===== config.mk =====
export PLATFORM = sky130hd
export DESIGN_NAME = alu_pipe
export DESIGN_NICKNAME = d
export VERILOG_FILES = /design/src/rtl/alu_pipe.sv
export SDC_FILE = /design/constraint.sdc
export NUM_CORES = 1
export LEC_CHECK = 0
export ABC_AREA = 1
export BUFFER_PORTS_ARGS = -buffer_cell sky130_fd_sc_hd__buf_4
export CAP_MARGIN = 25
export CORE_MARGIN = 2
export CORE_UTILIZATION = 56
export DETAILED_ROUTE_END_ITERATION = 7
export PLACE_DENSITY = 0.77
export SLEW_MARGIN = 10
export SYNTH_ARGS = -nofsm -noshare
export SYNTH_HDL_FRONTEND = slang
export SYNTH_SLANG_ARGS = --single-unit

===== constraint.sdc =====
create_clock -name clk -period 4.4 [get_ports clk]
set_clock_uncertainty 0.2 [all_clocks]
set_input_delay 0.88 -clock clk [delete_from_list [all_inputs] [get_ports clk]]
set_output_delay 0.88 -clock clk [all_outputs]
set_load 0.02 [all_outputs]

===== src/rtl/alu_pipe.sv =====
// Registered ALU with valid/ready handshakes on both sides.
// Single-cycle ops have one cycle of latency; MUL is an iterative shift-add over WIDTH cycles.
module alu_pipe #(
  parameter int WIDTH  = 16,
  parameter bit MUL_EN = 1'b1
) (
  input  logic             clk,
  input  logic             rst,
  input  logic             in_valid,
  output logic             in_ready,
  input  logic [WIDTH-1:0] a,
  input  logic [WIDTH-1:0] b,
  input  logic [3:0]       alu_op,
  output logic             out_valid,
  input  logic             out_ready,
  output logic [WIDTH-1:0] result,
  output logic             is_true,
  output logic             zero,
  output logic             overflow,
  output logic             busy
);

  localparam int               CW       = $clog2(WIDTH);
  localparam int               MSB      = WIDTH - 1;
  localparam logic [WIDTH-1:0] WIDTH_V  = WIDTH[WIDTH-1:0];
  localparam logic [CW-1:0]    CNT_LAST = CW'(WIDTH - 1);

  typedef enum logic {S_IDLE, S_MUL} state_t;

  state_t             state_q;
  logic               out_valid_q, is_true_q, zero_q, ovf_q;
  logic [WIDTH-1:0]   result_q;
  logic [CW-1:0]      cnt_q;
  logic [2*WIDTH-1:0] mcand_q, acc_q;
  logic [WIDTH-1:0]   mplier_q;
  logic               neg_q;

  logic               accept, is_mul, lt, eq, sh_big;
  logic [CW-1:0]      sh_amt;
  logic [WIDTH-1:0]   sum, diff, a_abs, b_abs;
  logic [WIDTH-1:0]   result_d;
  logic               is_true_d, ovf_d;
  logic [2*WIDTH-1:0] acc_d, prod_d;
  logic [WIDTH:0]     prod_hi;
  logic               mul_ovf;

  assign in_ready = (state_q == S_IDLE) && (!out_valid_q || out_ready);
  assign accept   = in_valid && in_ready;
  assign is_mul   = MUL_EN && (alu_op == 4'd13);

  assign sum    = a + b;
  assign diff   = a - b;
  assign lt     = $signed(a) < $signed(b);
  assign eq     = (a == b);
  assign sh_big = (b >= WIDTH_V);
  assign sh_amt = b[CW-1:0];
  assign a_abs  = a[MSB] ? -a : a;
  assign b_abs  = b[MSB] ? -b : b;

  always_comb begin
    result_d  = sum;
    is_true_d = 1'b1;
    ovf_d     = 1'b0;
    case (alu_op)
      4'd1: begin
        result_d = diff;
        ovf_d    = (a[MSB] != b[MSB]) && (diff[MSB] != a[MSB]);
      end
      4'd2:  result_d = a | b;
      4'd3:  result_d = a & b;
      4'd4:  result_d = a ^ b;
      4'd5:  result_d = sh_big ? '0 : (a << sh_amt);
      4'd6:  result_d = sh_big ? '0 : (a >> sh_amt);
      4'd14: result_d = sh_big ? {WIDTH{a[MSB]}} : WIDTH'($signed(a) >>> sh_amt);
      4'd7:  is_true_d = eq;
      4'd8:  is_true_d = !eq;
      4'd9:  is_true_d = lt;
      4'd10: is_true_d = !lt;
      4'd11: is_true_d = lt || eq;
      4'd12: is_true_d = !(lt || eq);
      // 0, 15 and a non-iterative 13 are all ADD
      default: ovf_d = (a[MSB] == b[MSB]) && (sum[MSB] != a[MSB]);
    endcase
  end

  // Last shift-add step folds straight into the signed product
  assign acc_d   = mplier_q[0] ? (acc_q + mcand_q) : acc_q;
  assign prod_d  = neg_q ? -acc_d : acc_d;
  assign prod_hi = prod_d[2*WIDTH-1:WIDTH-1];
  assign mul_ovf = !((&prod_hi) || !(|prod_hi));

  always_ff @(posedge clk or posedge rst) begin
    if (rst) begin
      state_q     <= S_IDLE;
      out_valid_q <= 1'b0;
      result_q    <= '0;
      is_true_q   <= 1'b0;
      zero_q      <= 1'b0;
      ovf_q       <= 1'b0;
      cnt_q       <= '0;
      mcand_q     <= '0;
      mplier_q    <= '0;
      acc_q       <= '0;
      neg_q       <= 1'b0;
    end else begin
      case (state_q)
        S_IDLE: begin
          if (accept) begin
            if (is_mul) begin
              state_q     <= S_MUL;
              out_valid_q <= 1'b0;
              mcand_q     <= {{WIDTH{1'b0}}, a_abs};
              mplier_q    <= b_abs;
              acc_q       <= '0;
              neg_q       <= a[MSB] ^ b[MSB];
              cnt_q       <= '0;
            end else begin
              out_valid_q <= 1'b1;
              result_q    <= result_d;
              is_true_q   <= is_true_d;
              zero_q      <= (result_d == '0);
              ovf_q       <= ovf_d;
            end
          end else if (out_ready) begin
            out_valid_q <= 1'b0;
          end
        end
        S_MUL: begin
          acc_q    <= acc_d;
          mcand_q  <= mcand_q << 1;
          mplier_q <= mplier_q >> 1;
          cnt_q    <= cnt_q + CW'(1);
          if (cnt_q == CNT_LAST) begin
            state_q     <= S_IDLE;
            out_valid_q <= 1'b1;
            result_q    <= prod_d[WIDTH-1:0];
            is_true_q   <= 1'b1;
            zero_q      <= (prod_d[WIDTH-1:0] == '0);
            ovf_q       <= mul_ovf;
          end
        end
        default: state_q <= S_IDLE;
      endcase
    end
  end

  assign out_valid = out_valid_q;
  assign result    = result_q;
  assign is_true   = is_true_q;
  assign zero      = zero_q;
  assign overflow  = ovf_q;
  assign busy      = (state_q == S_MUL);

endmodule


==> impl_metrics.xml, run 1 <==
<?xml version="1.0" encoding="UTF-8"?>
<metrics>
  <group name="clocking">
    <metric name="cts.htree.levels" unit="">3</metric>
    <metric name="post_cts.resized_instances" unit="">0</metric>
    <metric name="cts-buffers-inserted" unit="">9</metric>
    <metric name="hold_buffers" unit="">0</metric>
    <metric name="clk_pin_slew" unit="ps">80</metric>
    <metric name="worstSkewPairLatency" unit="ps">370</metric>
    <metric name="cts_setup_buffers" unit="">0</metric>
    <metric name="ctsLongestPathBuffers" unit="">2</metric>
    <metric name="tritoncts_num_sinks" unit="">106</metric>
    <metric name="clock_tree.root_cell" unit="">clkbuf_16</metric>
    <metric name="tritoncts" unit="">yes</metric>
  </group>
  <group name="setup_path">
    <metric name="setup.worst_path.end_class" unit="">flip-flop</metric>
    <metric name="cp_max_fo" unit="">4</metric>
    <metric name="timing.critical_path.required" unit="ps">4520</metric>
    <metric name="timing.critical_path.from_type" unit="">flip-flop</metric>
    <metric name="critPathArrivalTime" unit="ps">4130</metric>
    <metric name="timing_worst_setup_path_type" unit="">reg2reg</metric>
  </group>
  <group name="layout">
    <metric name="regArea" unit="sq um">2654</metric>
    <metric name="layoutNonFillerInstCount" unit="">2476</metric>
    <metric name="multiInputGateArea" unit="sq um">8721</metric>
    <metric name="filler_cell_count" unit="">2151</metric>
    <metric name="final_nets" unit="">2312</metric>
    <metric name="fin_util" unit="%">61.92</metric>
    <metric name="synthToLayoutAreaGrowth" unit="%">8.689</metric>
    <metric name="drive_above_1_share" unit="%">9.315</metric>
  </group>
  <group name="floorplan">
    <metric name="top_level_ports" unit="">62</metric>
    <metric name="dieHeight" unit="um">155.5</metric>
    <metric name="die-width" unit="um">155.5</metric>
    <metric name="row_count" unit="">55</metric>
    <metric name="initial_core_util" unit="%">56.97</metric>
    <metric name="core-area" unit="sq um">22570</metric>
    <metric name="floorplan.die_area" unit="sq um">24190</metric>
  </group>
  <group name="synthesis">
    <metric name="number_of_enable_flip_flop_cells_after_synthesis" unit="">0</metric>
    <metric name="synth_area" unit="sq um">12860</metric>
    <metric name="synth_top_area_share" unit="%">20.63</metric>
    <metric name="yosysMostFrequentCell" unit="">nand2_1</metric>
    <metric name="post_synth.cell_area_avg" unit="sq um">5.981</metric>
    <metric name="synth.lib_cells_used.distinct" unit="">59</metric>
    <metric name="synth_common_cells" unit="">nand2_1 (662), inv_1 (289), nor2_1 (186)</metric>
    <metric name="synth.net_count" unit="">2277</metric>
    <metric name="synthFlopType" unit="">dfrtp_1</metric>
    <metric name="synthDominantAreaCellType" unit="">dfrtp_1</metric>
    <metric name="yosysSeqAreaShare" unit="%">20.63</metric>
    <metric name="cell_types_with_the_largest_area_share_after_synthesis" unit="">dfrtp_1 (21%), nand2_1 (19%), inv_1 (8.4%)</metric>
    <metric name="ys_seq_elements" unit="">106</metric>
    <metric name="yosysWarnings" unit="">0</metric>
    <metric name="netlist_instances" unit="">2150</metric>
    <metric name="share_of_async_settable_or_async_resettable_flops_after_synthesis" unit="%">100.0</metric>
  </group>
  <group name="routing">
    <metric name="avgRoutedWirePerCell" unit="um">19.59</metric>
    <metric name="wirelength" unit="um">48510</metric>
    <metric name="vias_after_detailed_routing" unit="">14770</metric>
    <metric name="dr.pass1.iters" unit="">6</metric>
    <metric name="viasPerCell" unit="">5.966</metric>
    <metric name="remaining_drc_errors" unit="">0</metric>
    <metric name="drt_first_iter_violations" unit="">1661</metric>
    <metric name="drt.antenna.violating_nets" unit="">0</metric>
  </group>
  <group name="timing">
    <metric name="hold_violations" unit="">0</metric>
    <metric name="final.period_utilization" unit="%">91.14</metric>
    <metric name="finalWorstPathRequiredPeriod" unit="ps">4010</metric>
    <metric name="finalHoldWorstSlack" unit="ps">285.6</metric>
    <metric name="fmax" unit="MHz">249.4</metric>
    <metric name="maxSlewViolCount" unit="">0</metric>
    <metric name="rsz0062_at_grt" unit="">no</metric>
    <metric name="tns" unit="ps">0</metric>
    <metric name="maxSlewHeadroom" unit="%">34.24</metric>
    <metric name="finalSetupViolCount" unit="">0</metric>
    <metric name="max_slew.worst_pin.slew" unit="ps">984.1</metric>
  </group>
  <group name="power_and_ir_drop">
    <metric name="power.total" unit="uW">7941</metric>
    <metric name="power.ir.vdd_worst" unit="V">0.0003576</metric>
    <metric name="p_leak" unit="uW">0.007357</metric>
    <metric name="power_per_cell_area" unit="nW/um^2">568.2</metric>
  </group>
  <group name="place">
    <metric name="post-dp-hpwl" unit="um">38680</metric>
    <metric name="gp_congestion" unit="">1.098</metric>
    <metric name="port_buffers" unit="">61</metric>
    <metric name="place_inst" unit="">2459</metric>
  </group>
  <group name="global_routing">
    <metric name="pin_count_of_the_biggest_net_entering_global_routing" unit="">58</metric>
    <metric name="grt_first_pass_wirelength" unit="um">75270</metric>
    <metric name="global_router_s_overall_resource_usage" unit="%">40.01</metric>
    <metric name="via_count_of_the_first_global_routing_pass" unit="">13970</metric>
    <metric name="global_route.overflow_total" unit="">0</metric>
    <metric name="grt_antenna_before_repair" unit="">1</metric>
  </group>
  <group name="outcome">
    <metric name="outcome" unit="">finished, final reports clean</metric>
  </group>
  <group name="run">
    <metric name="max_cap_violations" unit="">0</metric>
  </group>
  <group name="worst_hold_path">
    <metric name="worst_hold_path_type" unit="">reg2reg</metric>
  </group>
</metrics>
[path summary, 6_finish.rpt]
path                                        start                      end  slack, ps  cells after the start
max in group asynchronous                     rst  mplier_q[8]$_DFFE_PP0P_       2800                      3
min in group asynchronous                     rst     acc_q[5]$_DFFE_PP0P_        430                      2
max                        mcand_q[0]$_DFFE_PP0P_         zero$_DFFE_PP0P_        390                     14
min                        result[10]$_DFFE_PP0P_   result[10]$_DFFE_PP0P_        290                      2
max reg2reg                mcand_q[0]$_DFFE_PP0P_         zero$_DFFE_PP0P_        390                     14
min reg2reg                result[10]$_DFFE_PP0P_   result[10]$_DFFE_PP0P_        290                      2
[final cells by class]
type / count / share of cell area, %
clock inverters: 7 / 0.5372
diodes: 1 / 0.01791
clock buffers: 9 / 1.611
inverters: 312 / 8.433
well taps: 285 / 2.551
multi-input cells: 1656 / 62.40
repair buffers: 100 / 5.461
flip-flops and latches: 106 / 18.99
[where the power goes]
part / switching, uW / internal (uW)
Clock: 445 / 405
Combinational: 3770 / 1680
Sequential: 285 / 1350
[per-stage QoR]
stage	setup WS [ps]	instance area [sq um]
floorplan	531.1	12860
global placement	364.3	13670
detailed placement	430.4	13670
CTS	489.9	13970
global route	105.5	13970
finish	390.0	13980
[cell families after synthesis]
logic type | share of synthesized area, %
AOI/OAI and AO/OA | 18.51
xor gates and xnor gates | 2.861
adders and majority gates | 8.641
buffers and inverters | 11.61
DFF | 20.63
muxes | 0.2335
and+or+nand+nor | 37.52
[cell usage in the layout, fill, tap and decap left out, types with 6 or more instances in the layout]
| cell | netlist | routed |
|---|---|---|
| a21oi_2 | 6 | 6 |
| nor3_1 | 32 | 32 |
| o22ai_1 | 52 | 52 |
| inv_1 | 289 | 288 |
| or2_2 | 6 | 6 |
| buf_4 | 0 | 99 |
| clkbuf_16 | 0 | 9 |
| nand2_2 | 26 | 26 |
| nand2_1 | 662 | 662 |
| dfrtp_1 | 106 | 105 |
| o311ai_0 | 9 | 9 |
| o2111ai_1 | 6 | 6 |
| clkinv_1 | 11 | 10 |
| inv_2 | 11 | 12 |
| ha_1 | 84 | 84 |
| nor4_1 | 6 | 6 |
| xor2_1 | 41 | 41 |
| nor2_2 | 11 | 11 |
| nor2_1 | 186 | 185 |
| nand3_2 | 10 | 10 |
| nand4_1 | 26 | 26 |
| nand3_1 | 151 | 151 |
| o211ai_1 | 21 | 21 |
| a22oi_1 | 11 | 11 |
| o21ai_0 | 104 | 104 |
| a211oi_1 | 6 | 6 |
| a21oi_1 | 115 | 115 |
| o21ai_1 | 7 | 7 |
| nor2_4 | 7 | 8 |
| o31ai_1 | 9 | 9 |
[critical path, cell delays in order (launching register included)]
cell and delay, ps:
dfrtp_1 400, ha_1 290, fa_1 520, o21ai_4 240
ha_1 260, o21ai_0 680, nor3b_1 290, nand4_1 120
nor2_1 130, nand4_1 80, nor3_1 180, nand3_1 270
nand3_1 170, o21ai_1 70, inv_1 60
[registers in the layout, indices dropped and copies added (netlist names)]
signal,flops
overflow,1
mcand_q,32
result,16
busy,1
zero,1
mplier_q,16
acc_q,32
out_valid,1
is_true,1
neg_q,1
cnt_q,4
[per-layer routing]
layer	GRT usage (%)	vias to the layer above	routed length (um)
li1	-	7100	-
met1	48.35	6661	19050
met2	64.33	801	21410
met3	7.361	211	4286
met4	28.57	0	3764
met5	0	-	0
No activity file was read; power rests on OpenSTA's default activity.
==> run 2: changes to the inputs <==
- CTS_BUF_LIST: default -> sky130_fd_sc_hd__clkbuf_2 sky130_fd_sc_hd__clkbuf_4 sky130_fd_sc_hd__clkbuf_8
==> impl_metrics.xml, run 2 (synthesis gave the netlist of run 1 again) <==
<?xml version="1.0" encoding="UTF-8"?>
<metrics>
  <group name="layout">
    <metric name="synthToLayoutAreaGrowth" unit="%">7.901</metric>
    <metric name="final_nets" unit="">2312</metric>
    <metric name="mostFrequentLayoutCell" unit="">nand2_1</metric>
    <metric name="multiInputGateArea" unit="sq um">8721</metric>
    <metric name="filler_cell_count" unit="">2156</metric>
    <metric name="layout_top_registers" unit="">acc_q (32), mcand_q (32)</metric>
    <metric name="drive_above_1_share" unit="%">9.315</metric>
    <metric name="layoutNonFillerInstCount" unit="">2476</metric>
    <metric name="mostFrequentLayoutCells" unit="">nand2_1 (662), inv_1 (288), nor2_1 (185)</metric>
    <metric name="regArea" unit="sq um">2654</metric>
  </group>
  <group name="setup_path">
    <metric name="ff_to_ff_end" unit="">zero$_DFFE_PP0P_</metric>
    <metric name="number_of_cells_on_the_worst_reg_to_reg_path" unit="">19</metric>
    <metric name="cp_max_fo" unit="">4</metric>
    <metric name="regToRegSetupSlack" unit="ps">430</metric>
    <metric name="start_of_the_worst_register_to_register_path" unit="">mcand_q[0]$_DFFE_PP0P_</metric>
    <metric name="timing.critical_path.required" unit="ps">4570</metric>
    <metric name="timing_worst_setup_path_type" unit="">reg2reg</metric>
    <metric name="timing.critical_path.from_type" unit="">flip-flop</metric>
    <metric name="critPathArrivalTime" unit="ps">4130</metric>
    <metric name="setup.worst_path.end_class" unit="">flip-flop</metric>
  </group>
  <group name="clocking">
    <metric name="cts_setup_buffers" unit="">0</metric>
    <metric name="tritoncts" unit="">yes</metric>
    <metric name="worstSkewPairLatency" unit="ps">420</metric>
    <metric name="clock_tree.root_cell" unit="">clkbuf_8</metric>
    <metric name="cts-buffers-inserted" unit="">9</metric>
    <metric name="tritoncts_num_sinks" unit="">106</metric>
    <metric name="cts.htree.levels" unit="">3</metric>
    <metric name="hold_buffers" unit="">0</metric>
    <metric name="clk_pin_slew" unit="ps">120</metric>
    <metric name="post_cts.resized_instances" unit="">0</metric>
    <metric name="ctsLongestPathBuffers" unit="">2</metric>
  </group>
  <group name="place">
    <metric name="pre_cts_ws" unit="ps">430.4</metric>
    <metric name="port_buffers" unit="">61</metric>
    <metric name="post-dp-hpwl" unit="um">38680</metric>
    <metric name="gp_congestion" unit="">1.098</metric>
    <metric name="place_inst" unit="">2459</metric>
  </group>
  <group name="floorplan">
    <metric name="die-width" unit="um">155.5</metric>
    <metric name="top_level_ports" unit="">62</metric>
    <metric name="row_count" unit="">55</metric>
    <metric name="core-area" unit="sq um">22570</metric>
    <metric name="initial_core_util" unit="%">56.97</metric>
    <metric name="dieHeight" unit="um">155.5</metric>
    <metric name="floorplan.die_area" unit="sq um">24190</metric>
  </group>
  <group name="routing">
    <metric name="detailed_route_wirelength_on_metal3" unit="um">4118</metric>
    <metric name="avgRoutedWirePerCell" unit="um">19.49</metric>
    <metric name="routed.top_layer" unit="">met5</metric>
    <metric name="remaining_drc_errors" unit="">0</metric>
    <metric name="drt.antenna.violating_nets" unit="">0</metric>
    <metric name="dr.pass1.iters" unit="">6</metric>
    <metric name="wirelength" unit="um">48270</metric>
    <metric name="vias_after_detailed_routing" unit="">14810</metric>
    <metric name="met2WireLength" unit="um">21550</metric>
    <metric name="met1Wirelength" unit="um">19130</metric>
    <metric name="viasPerCell" unit="">5.983</metric>
    <metric name="drt_first_iter_violations" unit="">1471</metric>
  </group>
  <group name="timing">
    <metric name="max_slew.worst_pin.slew" unit="ps">997.6</metric>
    <metric name="rsz0062_at_grt" unit="">no</metric>
    <metric name="tns" unit="ps">0</metric>
    <metric name="maxSlewHeadroom" unit="%">33.33</metric>
    <metric name="finalWorstPathRequiredPeriod" unit="ps">3967</metric>
    <metric name="postLayoutSetupSlackWorst" unit="ps">433.4</metric>
    <metric name="hold_violations" unit="">0</metric>
    <metric name="final.period_utilization" unit="%">90.15</metric>
    <metric name="finalSetupViolCount" unit="">0</metric>
    <metric name="fmax" unit="MHz">252.1</metric>
    <metric name="maxSlewViolCount" unit="">0</metric>
  </group>
  <group name="power_and_ir_drop">
    <metric name="comb_power_share" unit="%">70.3</metric>
    <metric name="power.share.clock" unit="%">8.4</metric>
    <metric name="power.total" unit="uW">7698</metric>
    <metric name="power_per_cell_area" unit="nW/um^2">554.8</metric>
    <metric name="swShare" unit="%">57.64</metric>
    <metric name="p_leak" unit="uW">0.007311</metric>
    <metric name="power.ir.vdd_worst" unit="V">0.0003579</metric>
    <metric name="p_switching" unit="uW">4437</metric>
    <metric name="cellInternalPower" unit="uW">3261</metric>
    <metric name="pwr-share-seq" unit="%">21.2</metric>
  </group>
  <group name="outcome">
    <metric name="outcome" unit="">finished, final reports clean</metric>
  </group>
  <group name="global_routing">
    <metric name="grt_first_pass_wirelength" unit="um">74930</metric>
    <metric name="global_router_s_overall_resource_usage" unit="%">39.71</metric>
    <metric name="pin_count_of_the_biggest_net_entering_global_routing" unit="">58</metric>
    <metric name="grt_antenna_before_repair" unit="">2</metric>
    <metric name="global_route.overflow_total" unit="">0</metric>
    <metric name="via_count_of_the_first_global_routing_pass" unit="">13910</metric>
  </group>
  <group name="run">
    <metric name="max_cap_violations" unit="">0</metric>
  </group>
  <group name="worst_hold_path">
    <metric name="worst_hold_path_type" unit="">reg2reg</metric>
    <metric name="hold_path_end" unit="">result[10]$_DFFE_PP0P_</metric>
    <metric name="startpoint_of_the_lowest_slack_hold_path" unit="">result[10]$_DFFE_PP0P_</metric>
    <metric name="min_path_cells" unit="">2</metric>
  </group>
</metrics>
## run 2: per-stage QoR
stage | hold WS (ps) | cell area (sq um) | util [%]
final | 294.6 | 13870 | 61.47
after global placement | 265.0 | 13670 | 60.58
after global routing | 313.3 | 13870 | 61.46
after detailed placement | 267.0 | 13670 | 60.58
after CTS | 299.4 | 13870 | 61.46
after floorplan | 253.0 | 12860 | -
## run 2: power by group through the flow
stage               clock, uW  sequential (uW)  combinational, uW
finish                    647             1640               5420
global route              677             1680               5960
CTS                       653             1630               5270
detailed placement          0             1650               5240
global placement            0             1640               5150
floorplan                   0             1670               3640
## run 2: layout make-up
class                      instances  area share, %
antenna                            1        0.01804
clock buffer                       9         0.8928
clock inverter                     7         0.5411
inverter                         312          8.495
multi-input combinational       1656          62.85
sequential                       106          19.13
tap                              285          2.570
timing repair buffer             100          5.501
## run 2: worst max path at each step
stage                                 to  slack, ps              startpoint  depth (start not counted)
CTS                 overflow$_DFFE_PP0P_        510  mcand_q[0]$_DFFE_PP0P_                         23
finish                  zero$_DFFE_PP0P_        430  mcand_q[0]$_DFFE_PP0P_                         19
global placement        zero$_DFFE_PP0P_        360                    b[0]                         17
global route        overflow$_DFFE_PP0P_         90  mcand_q[0]$_DFFE_PP0P_                         23
detailed placement      zero$_DFFE_PP0P_        430                    b[0]                         17
floorplan           acc_q[0]$_DFFE_PP0P_        530                     rst                          1
## run 2: metal layers
layer  global-route usage (%)  up-vias
met3                    6.861      209
met5                        0        -
met1                    48.30     6729
met2                    65.00      782
met4                    25.86        2
li1                         -     7092
## run 2: critical path: stages, from the launching register on
cell	delay [ps]
dfrtp_1	410
ha_1	290
fa_1	520
o21ai_4	240
ha_1	200
inv_1	40
nor2_1	100
nand3_1	130
nor2_1	110
nand2_1	60
nor2_1	190
nand3_1	170
nand2_1	120
xor2_1	270
nand2_1	90
nor3_1	210
nand3_1	270
nand3_1	170
o21ai_1	70
inv_1	60
==> run 3: changes to the inputs <==
- CORE_UTILIZATION: 56 -> 60
- PLACE_DENSITY: 0.77 -> 0.78
==> impl_metrics.xml, run 3 (synthesis gave the netlist of run 1 again) <==
<?xml version="1.0" encoding="UTF-8"?>
<metrics>
  <group name="floorplan">
    <metric name="initial_core_util" unit="%">61.17</metric>
    <metric name="die-width" unit="um">150.4</metric>
    <metric name="row_count" unit="">53</metric>
    <metric name="dieHeight" unit="um">150.4</metric>
    <metric name="floorplan.die_area" unit="sq um">22620</metric>
    <metric name="core-area" unit="sq um">21020</metric>
    <metric name="top_level_ports" unit="">62</metric>
  </group>
  <group name="worst_hold_path">
    <metric name="worst_hold_path_type" unit="">reg2reg</metric>
    <metric name="min_path_cells" unit="">1</metric>
    <metric name="startpoint_of_the_lowest_slack_hold_path" unit="">cnt_q[3]$_DFFE_PP0P_</metric>
    <metric name="hold_path_end" unit="">cnt_q[3]$_DFFE_PP0P_</metric>
  </group>
  <group name="layout">
    <metric name="final_nets" unit="">2309</metric>
    <metric name="drive_above_1_share" unit="%">9.191</metric>
    <metric name="layout_top_registers" unit="">acc_q (32), mcand_q (32)</metric>
    <metric name="antenna_cells_inserted" unit="">0</metric>
    <metric name="mostFrequentLayoutCells" unit="">nand2_1 (662), inv_1 (288), nor2_1 (185)</metric>
    <metric name="synthToLayoutAreaGrowth" unit="%">7.609</metric>
    <metric name="mostFrequentLayoutCell" unit="">nand2_1</metric>
  </group>
  <group name="routing">
    <metric name="drt.antenna.violating_nets" unit="">0</metric>
    <metric name="viasPerCell" unit="">6.090</metric>
    <metric name="vias_after_detailed_routing" unit="">14990</metric>
    <metric name="avgRoutedWirePerCell" unit="um">19.02</metric>
    <metric name="dr.pass1.iters" unit="">7</metric>
    <metric name="remaining_drc_errors" unit="">0</metric>
    <metric name="wirelength" unit="um">46840</metric>
    <metric name="drt_first_iter_violations" unit="">1829</metric>
  </group>
  <group name="setup_path">
    <metric name="critPathArrivalTime" unit="ps">4030</metric>
    <metric name="setup.worst_path.end_class" unit="">flip-flop</metric>
    <metric name="timing_worst_setup_path_type" unit="">reg2reg</metric>
    <metric name="ff_to_ff_end" unit="">overflow$_DFFE_PP0P_</metric>
    <metric name="timing.critical_path.from_type" unit="">flip-flop</metric>
    <metric name="cp_max_fo" unit="">4</metric>
    <metric name="start_of_the_worst_register_to_register_path" unit="">mcand_q[0]$_DFFE_PP0P_</metric>
    <metric name="number_of_cells_on_the_worst_reg_to_reg_path" unit="">21</metric>
    <metric name="timing.critical_path.required" unit="ps">4490</metric>
    <metric name="regToRegSetupSlack" unit="ps">460</metric>
  </group>
  <group name="timing">
    <metric name="fmax" unit="MHz">253.7</metric>
    <metric name="finalWorstPathRequiredPeriod" unit="ps">3941</metric>
    <metric name="maxSlewViolCount" unit="">0</metric>
    <metric name="rsz0062_at_grt" unit="">no</metric>
    <metric name="postLayoutSetupSlackWorst" unit="ps">458.8</metric>
    <metric name="finalSetupViolCount" unit="">0</metric>
    <metric name="hold_violations" unit="">0</metric>
    <metric name="final.period_utilization" unit="%">89.57</metric>
    <metric name="max_slew.worst_pin.slew" unit="ps">773.6</metric>
    <metric name="maxSlewHeadroom" unit="%">48.43</metric>
    <metric name="tns" unit="ps">0</metric>
  </group>
  <group name="clocking">
    <metric name="tritoncts_num_sinks" unit="">106</metric>
    <metric name="worstSkewPairLatency" unit="ps">410</metric>
    <metric name="clock_tree.root_cell" unit="">clkbuf_8</metric>
    <metric name="cts.htree.levels" unit="">3</metric>
    <metric name="tritoncts" unit="">yes</metric>
    <metric name="clk_pin_slew" unit="ps">110</metric>
    <metric name="cts-buffers-inserted" unit="">9</metric>
    <metric name="post_cts.resized_instances" unit="">0</metric>
    <metric name="ctsLongestPathBuffers" unit="">2</metric>
    <metric name="cts_setup_buffers" unit="">0</metric>
    <metric name="hold_buffers" unit="">0</metric>
  </group>
  <group name="power_and_ir_drop">
    <metric name="power_per_cell_area" unit="nW/um^2">554.2</metric>
    <metric name="power.share.clock" unit="%">9.0</metric>
    <metric name="pwr-share-seq" unit="%">21.6</metric>
    <metric name="p_switching" unit="uW">4395</metric>
    <metric name="power.ir.vdd_worst" unit="V">0.0003245</metric>
    <metric name="cellInternalPower" unit="uW">3274</metric>
    <metric name="swShare" unit="%">57.31</metric>
    <metric name="p_leak" unit="uW">0.007304</metric>
    <metric name="comb_power_share" unit="%">69.4</metric>
  </group>
  <group name="run">
    <metric name="max_cap_violations" unit="">0</metric>
  </group>
  <group name="place">
    <metric name="pre_cts_ws" unit="ps">530.3</metric>
    <metric name="port_buffers" unit="">61</metric>
    <metric name="gp_congestion" unit="">1.138</metric>
    <metric name="post-dp-hpwl" unit="um">37580</metric>
  </group>
  <group name="global_routing">
    <metric name="pin_count_of_the_biggest_net_entering_global_routing" unit="">60</metric>
    <metric name="global_route.overflow_total" unit="">0</metric>
    <metric name="grt_first_pass_wirelength" unit="um">72860</metric>
    <metric name="via_count_of_the_first_global_routing_pass" unit="">13830</metric>
    <metric name="grt_antenna_before_repair" unit="">0</metric>
    <metric name="global_router_s_overall_resource_usage" unit="%">41.52</metric>
  </group>
  <group name="outcome">
    <metric name="outcome" unit="">finished, final reports clean</metric>
  </group>
</metrics>
==> run 3: area by class of cell <==
class	instances	area [sq um]
multi-input cells	1656	8721
fillers	2018	7184
flip-flops and latches	106	2654
inverters	312	1179
repair buffers	97	728.2
well taps	275	344.1
clock buffers	9	123.9
clock inverters	7	87.58
==> run 3: metrics by stage <==
| stage | hold slack [ps] | area, sq um | utilization (%) | cells | power, uW |
|---|---|---|---|---|---|
| 3_3_place_gp | 268.2 | 13630 | 64.82 | 2446 | 6674 |
| 5_1_grt | 315.2 | 13840 | 65.82 | 2462 | 8251 |
| 6_report | 292.0 | 13840 | 65.82 | 2462 | 7668 |
| 2_1_floorplan | 253.0 | 12860 | - | 2150 | 5311 |
| 3_5_place_dp | 269.2 | 13630 | 64.82 | 2446 | 6825 |
| 4_1_cts | 292.6 | 13840 | 65.82 | 2462 | 7513 |
==> run 3: per-layer routing <==
layer	vias up	share of wire (%)	track usage (%)
met4	0	7.2	24.10
met3	219	8.9	6.242
met1	6863	38	51.29
li1	7090	-	-
met2	822	46	68.80
met5	-	0	0
==> run 3: worst max-delay path by stage <==
stage                           startpoint              endpoint  slack, ps  cells after the start
detailed placement                    b[1]      zero$_DFFE_PP0P_        530                     17
CTS                 mcand_q[0]$_DFFE_PP0P_  overflow$_DFFE_PP0P_        590                     21
floorplan                              rst  acc_q[0]$_DFFE_PP0P_        530                      1
finish              mcand_q[0]$_DFFE_PP0P_  overflow$_DFFE_PP0P_        460                     21
global route        mcand_q[0]$_DFFE_PP0P_  overflow$_DFFE_PP0P_        140                     23
global placement                      b[0]      zero$_DFFE_PP0P_        570                     19
==> run 3: power by group through the flow <==
stage | Clock [uW] | Combinational (uW) | Sequential, uW
after floorplan | 0 | 3640 | 1670
after global placement | 0 | 5020 | 1650
after detailed placement | 0 | 5160 | 1670
after CTS | 681 | 5180 | 1650
after global routing | 719 | 5830 | 1700
final | 687 | 5330 | 1660
==> run 3: worst max-delay path: stages, from the launching register on <==
cell and delay, ps:
dfrtp_1 420, ha_1 280, fa_1 520, o21ai_4 230, ha_1 200, inv_1 50, nor2_1 100, nand3_1 120
nor2_1 110, nand2_1 60, nor2_1 180, nand3_1 210, nor2_1 220, nand3_1 140, nand3_1 90, nand2_1 80
nor2_1 140, nand2_1 70, nor2_1 100, nand3_1 70, nand3_1 140, a21oi_1 80
